File: src/rtl/rx_sequencer.sv
// Receive control unit for the UART receiver.
//
// Detects a start bit on the synchronized serial line, times each bit period and
// pulses shift_strobe at the centre of every bit (data bits plus stop bit). It then
// checks the captured stop bit and either loads the receive buffer or flags a
// framing error. It also tracks buffer occupancy and overrun.
//
// Ports:
//   clk            system clock, rising edge
//   n_rst          asynchronous active-low reset
//   serial_sync    synchronized serial line, idles high
//   stop_bit       MSB (stop bit) of the receive shift register
//   data_read      host consumed the buffered byte (1-cycle pulse)
//   shift_strobe   1-cycle pulse: shift register captures serial_sync
//   load_buffer    1-cycle pulse: copy packet data into the receive buffer
//   data_ready     buffer holds an unread byte
//   framing_error  last frame had stop bit == 0 (sticky until next start edge)
//   overrun_error  a byte was loaded while data_ready was still set
//   busy           sequencer is not idle
module rx_sequencer #(
  parameter int unsigned BIT_PERIOD = 10,
  parameter int unsigned NUM_BITS   = 9
) (
  input  logic clk,
  input  logic n_rst,
  input  logic serial_sync,
  input  logic stop_bit,
  input  logic data_read,
  output logic shift_strobe,
  output logic load_buffer,
  output logic data_ready,
  output logic framing_error,
  output logic overrun_error,
  output logic busy
);

  localparam int unsigned HALF   = BIT_PERIOD / 2;
  localparam int unsigned TimerW = $clog2(BIT_PERIOD);
  localparam int unsigned CntW   = (NUM_BITS > 1) ? $clog2(NUM_BITS) : 1;

  // Timer value seen in the cycle where the start bit centre is sampled, and in
  // the cycle of each data/stop strobe.
  localparam logic [TimerW-1:0] HalfLast = TimerW'(HALF - 1);
  localparam logic [TimerW-1:0] BitLast  = TimerW'(BIT_PERIOD - 1);
  localparam logic [CntW-1:0]   CntLast  = CntW'(NUM_BITS - 1);

  typedef enum logic [1:0] {
    StIdle,
    StStartChk,
    StReceive,
    StStopChk
  } state_e;

  state_e            state_q, state_d;
  logic [TimerW-1:0] timer_q, timer_d;
  logic [CntW-1:0]   bit_cnt_q, bit_cnt_d;
  logic              prev_serial_q;
  logic              data_ready_q, data_ready_d;
  logic              framing_q, framing_d;
  logic              overrun_q, overrun_d;

  logic start_edge;
  logic bit_done;
  logic strobe;
  logic load;

  // Falling edge on the line, only honoured while idle.
  assign start_edge = (state_q == StIdle) && !serial_sync && prev_serial_q;
  assign bit_done   = (timer_q == BitLast);

  // State register
  always_ff @(posedge clk or negedge n_rst) begin
    if (!n_rst) begin
      state_q <= StIdle;
    end else begin
      state_q <= state_d;
    end
  end

  // Next-state logic
  always_comb begin
    state_d = state_q;
    unique case (state_q)
      StIdle: begin
        if (start_edge) state_d = StStartChk;
      end
      StStartChk: begin
        if (timer_q == HalfLast) begin
          // Line back high at the start bit centre is a glitch, not a frame.
          state_d = serial_sync ? StIdle : StReceive;
        end
      end
      StReceive: begin
        if (bit_done && (bit_cnt_q == CntLast)) state_d = StStopChk;
      end
      StStopChk: begin
        state_d = StIdle;
      end
      default: state_d = StIdle;
    endcase
  end

  // Output logic
  always_comb begin
    strobe = 1'b0;
    load   = 1'b0;
    busy   = 1'b1;
    unique case (state_q)
      StIdle:     busy   = 1'b0;
      StStartChk: ;
      StReceive:  strobe = bit_done;
      StStopChk:  load   = stop_bit;
      default:    busy   = 1'b0;
    endcase
  end

  assign shift_strobe  = strobe;
  assign load_buffer   = load;
  assign data_ready    = data_ready_q;
  assign framing_error = framing_q;
  assign overrun_error = overrun_q;

  // Bit timer and strobe counter; both held at zero outside the active states so
  // they are clear on entry to StStartChk.
  always_comb begin
    timer_d   = '0;
    bit_cnt_d = '0;
    unique case (state_q)
      StIdle: ;
      StStartChk: begin
        if (timer_q != HalfLast) timer_d = timer_q + TimerW'(1);
      end
      StReceive: begin
        bit_cnt_d = bit_cnt_q;
        if (bit_done) begin
          bit_cnt_d = (bit_cnt_q == CntLast) ? '0 : bit_cnt_q + CntW'(1);
        end else begin
          timer_d = timer_q + TimerW'(1);
        end
      end
      StStopChk: ;
      default: ;
    endcase
  end

  // Status flags
  always_comb begin
    framing_d = framing_q;
    if (start_edge) framing_d = 1'b0;
    if ((state_q == StStopChk) && !stop_bit) framing_d = 1'b1;

    // A load wins over a same-cycle read so the new byte is never lost.
    data_ready_d = data_ready_q;
    if (load) begin
      data_ready_d = 1'b1;
    end else if (data_read) begin
      data_ready_d = 1'b0;
    end

    overrun_d = overrun_q;
    if (load && data_ready_q) begin
      overrun_d = 1'b1;
    end else if (data_read) begin
      overrun_d = 1'b0;
    end
  end

  always_ff @(posedge clk or negedge n_rst) begin
    if (!n_rst) begin
      timer_q       <= '0;
      bit_cnt_q     <= '0;
      prev_serial_q <= 1'b1;
      data_ready_q  <= 1'b0;
      framing_q     <= 1'b0;
      overrun_q     <= 1'b0;
    end else begin
      timer_q       <= timer_d;
      bit_cnt_q     <= bit_cnt_d;
      prev_serial_q <= serial_sync;
      data_ready_q  <= data_ready_d;
      framing_q     <= framing_d;
      overrun_q     <= overrun_d;
    end
  end

endmodule

File: config.mk
export PLATFORM = sky130hd
export DESIGN_NAME = rx_sequencer
export DESIGN_NICKNAME = d
export VERILOG_FILES = /design/src/rtl/rx_sequencer.sv
export SDC_FILE = /design/constraint.sdc
export NUM_CORES = 1
export LEC_CHECK = 0
export CORE_MARGIN = 3
export CORE_UTILIZATION = 40
export DETAILED_ROUTE_END_ITERATION = 10
export SETUP_SLACK_MARGIN = 0.3
export SYNTH_ARGS = -nofsm -noshare
export SYNTH_HDL_FRONTEND = slang
export SYNTH_SLANG_ARGS = --single-unit
File: constraint.sdc
create_clock -name clk -period 2.67 [get_ports clk]
set_input_delay 0.4005 -clock clk [delete_from_list [all_inputs] [get_ports clk]]
set_output_delay 0.4005 -clock clk [all_outputs]
set_load 0.03 [all_outputs]
==> flow_metrics.py <==
metrics = {
    "yosys": {
        "synthesis.nets": 95,
        "yosysMostFrequentCell": "inv_1",
        "synth.distinct_cells": 26,
        "synth_warnings": 0,
        "synth_area_per_cell_um2": 9.99,
        "synth_ff_type": "dfrtp_1",
        "synth_cells": 80,
        "synth.ff_latch_count": 14,
        "syn_area_um2": 800,
        "ys_async_sr_fraction_pct": 100,
        "yosysSeqAreaShare_pct": 44.0,
        "ys_top_cells_by_area": "dfrtp_1 (41%), ha_1 (16%), inv_1 (7.0%), dfstp_2 (3.3%), nor2_2 (3.1%)",
        "synth_edf_count": 0,
        "yosys.area.top_type": "dfrtp_1",
        "synthTopCellsByCount": "inv_1 (15), dfrtp_1 (13), ha_1 (10)",
        "yosysTopAreaCellShare_pct": 40.7,
    },
    "finish": {
        "final_core_util_pct": 53.1,
        "drive_gt1_share_pct": 15.1,
        "antenna_cells": 0,
        "final_cell_area_um2": 957,
        "num-fill-cells": 170,
        "area_growth_pct": 19.7,
        "fin_nets": 109,
    },
    "power_and_ir_drop": {
        "power_density_nw_per_um2": 792,
        "ir_drop_uv": 504,
        "p_leak_nw": 0.455,
    },
    "timing": {
        "finalClockSkew_ns": 0.00971,
        "slew_viol_final": 0,
        "setup_viol_count_final": 0,
        "min_period_over_period_pct": 82.4,
        "relSlewSlack_pct": 57.7,
        "fin_ws_ns": 0.471,
        "fmax_ghz": 0.455,
        "final-hold-violation-count": 0,
        "worst_slew_pin_slew_ns": 0.632,
        "timing.setup.tns_ns": 0,
        "period_needed_ns": 2.20,
        "rsz0062_at_grt": "no",
    },
    "floorplanning": {
        "fp.dieH_um": 50.7,
        "dieArea_um2": 2570,
        "core-area_um2": 1800,
        "die_w_um": 50.7,
        "rows": 15,
        "ios": 11,
        "initial_core_util_pct": 44.4,
    },
    "outcome": {
        "status": "complete, no violations",
    },
    "clocking": {
        "max-clock-path-buffers": 2,
        "path_clk_slew_ns": 0.10,
        "cts_resized": 1,
        "numClockSinks": 14,
        "cts_hold_buf": 0,
        "numCtsBuffers": 3,
        "htree_levels": 1,
        "clock_latency_ns": 0.28,
        "clockRootBuffer": "clkbuf_4",
        "cts_tree": "yes",
        "cts_setup_buffers": 0,
    },
    "placement": {
        "dpl_cell_area_um2": 922,
        "pre_cts_ws_ns": 0.505,
        "numPortBuffers": 10,
        "gp_congestion": 0.708,
        "dpl.hpwl_um": 1000,
    },
    "critical_path": {
        "worstPathCellList": "inv_1 -> ha_1 -> and3b_1 -> and2_2 -> dlygate4sd2_1",
        "crit_path_max_fanout": 8,
        "end_kind": "output port",
        "path_buf_inv": 2,
        "slowest_delay_ns": 0.41,
        "critPathLaunchType": "register",
        "critPathTopFamily": "simple AND/OR/NAND/NOR gates",
        "path_class": "reg -> out",
        "slowest_stage": "dfrtp_1",
        "required_ns": 2.27,
        "arrival_ns": 1.80,
    },
    "global_routing": {
        "grt_pass1_wl_um": 2460,
        "grt_max_degree": 15,
        "track_usage_pct": 13.0,
        "grt_pass1_vias": 547,
        "overflow": 0,
        "grt_antenna_before_repair": 0,
    },
    "route": {
        "drtIter0Drc": 9,
        "via_per_inst": 4.61,
        "vias": 544,
        "drc": 0,
        "firstDrtPassIters": 4,
        "wire_per_inst_um": 11.1,
        "routed_wl_um": 1310,
        "ant_nets": 0,
    },
    "flow_run": {
        "cap_violations": 0,
    },
    "hold_path": {
        "hold_path_class": "in -> async",
    },
}
## where the power goes
group | switching [W] | internal (W)
clock network | 0.0000731 | 0.0000829
registers | 0.0000285 | 0.000248
logic | 0.000189 | 0.000136
## registers in the layout, summed over array words and instances, names as in the netlist, named ones only
register / cells
framing_error: 1
prev_serial_q: 1
bit_cnt_q: 4
timer_q: 4
data_ready: 1
overrun_error: 1
state_q: 1
## placed cells by master, fill, tap and decap left out, types with 2 or more instances in the layout
master / n
clkbuf_4: 3
clkdlybuf4s50_1: 9
dfrtp_1: 13
ha_1: 10
inv_1: 15
nand2_1: 5
nand3_1: 4
nor2_1: 3
nor2_2: 4
o21ai_0: 4
o22ai_1: 3
o31ai_1: 2
xor2_1: 2
## through the flow
stage | instances | total power (W) | hold slack (ns)
after global placement | 114 | 0.000609 | 0.496
after global routing | 118 | 0.000831 | 0.536
final | 118 | 0.000758 | 0.499
after detailed placement | 114 | 0.000610 | 0.501
after CTS | 118 | 0.000772 | 0.515
after floorplan | 80 | 0.000512 | 0.105
## path summary, 6_finish.rpt
kind | from | endpoint | slack (ns) | depth (start not counted)
max | timer_q[1] | shift_strobe | 0.47 | 5
min | n_rst | timer_q[3] | 0.50 | 1
max reg2reg | state_q[0] | timer_q[2] | 0.79 | 7
min reg2reg | timer_q[0] | timer_q[0] | 0.51 | 1
max in group asynchronous | n_rst | state_q[0] | 1.76 | 1
min in group clk | timer_q[0] | timer_q[0] | 0.51 | 1
## final cells by class
class                   count  area, um^2  area share, %
inverters                  15        56.3           5.88
clock buffers               4        36.3           3.79
flip-flops and latches     14         352           36.7
multi-input cells          49         375           39.2
well taps                  25        31.3           3.27
repair buffers             11         106           11.1
## routing by layer
metal	vias up	global-route usage (%)	share of wire [%]
met4	0	6.73	0.69
met3	2	3.56	3.5
li1	287	-	-
met5	-	0	0
met2	8	19.8	45
met1	247	16.7	51
## logic make-up (layout without fill, tap and decap cells)
family	after synthesis	in the layout	synth area share (%)
adder cells (fa/ha/maj)	10	10	15.6
AND/OR/NAND/NOR	21	21	14.9
AO/OA/AOI/OAI	14	14	11.9
flip-flops	14	14	44.0
multiplexers	1	1	1.25
buffers and inverters	17	30	9.08
XOR/XNOR	3	3	3.29
(Power assumes the default switching activity.)
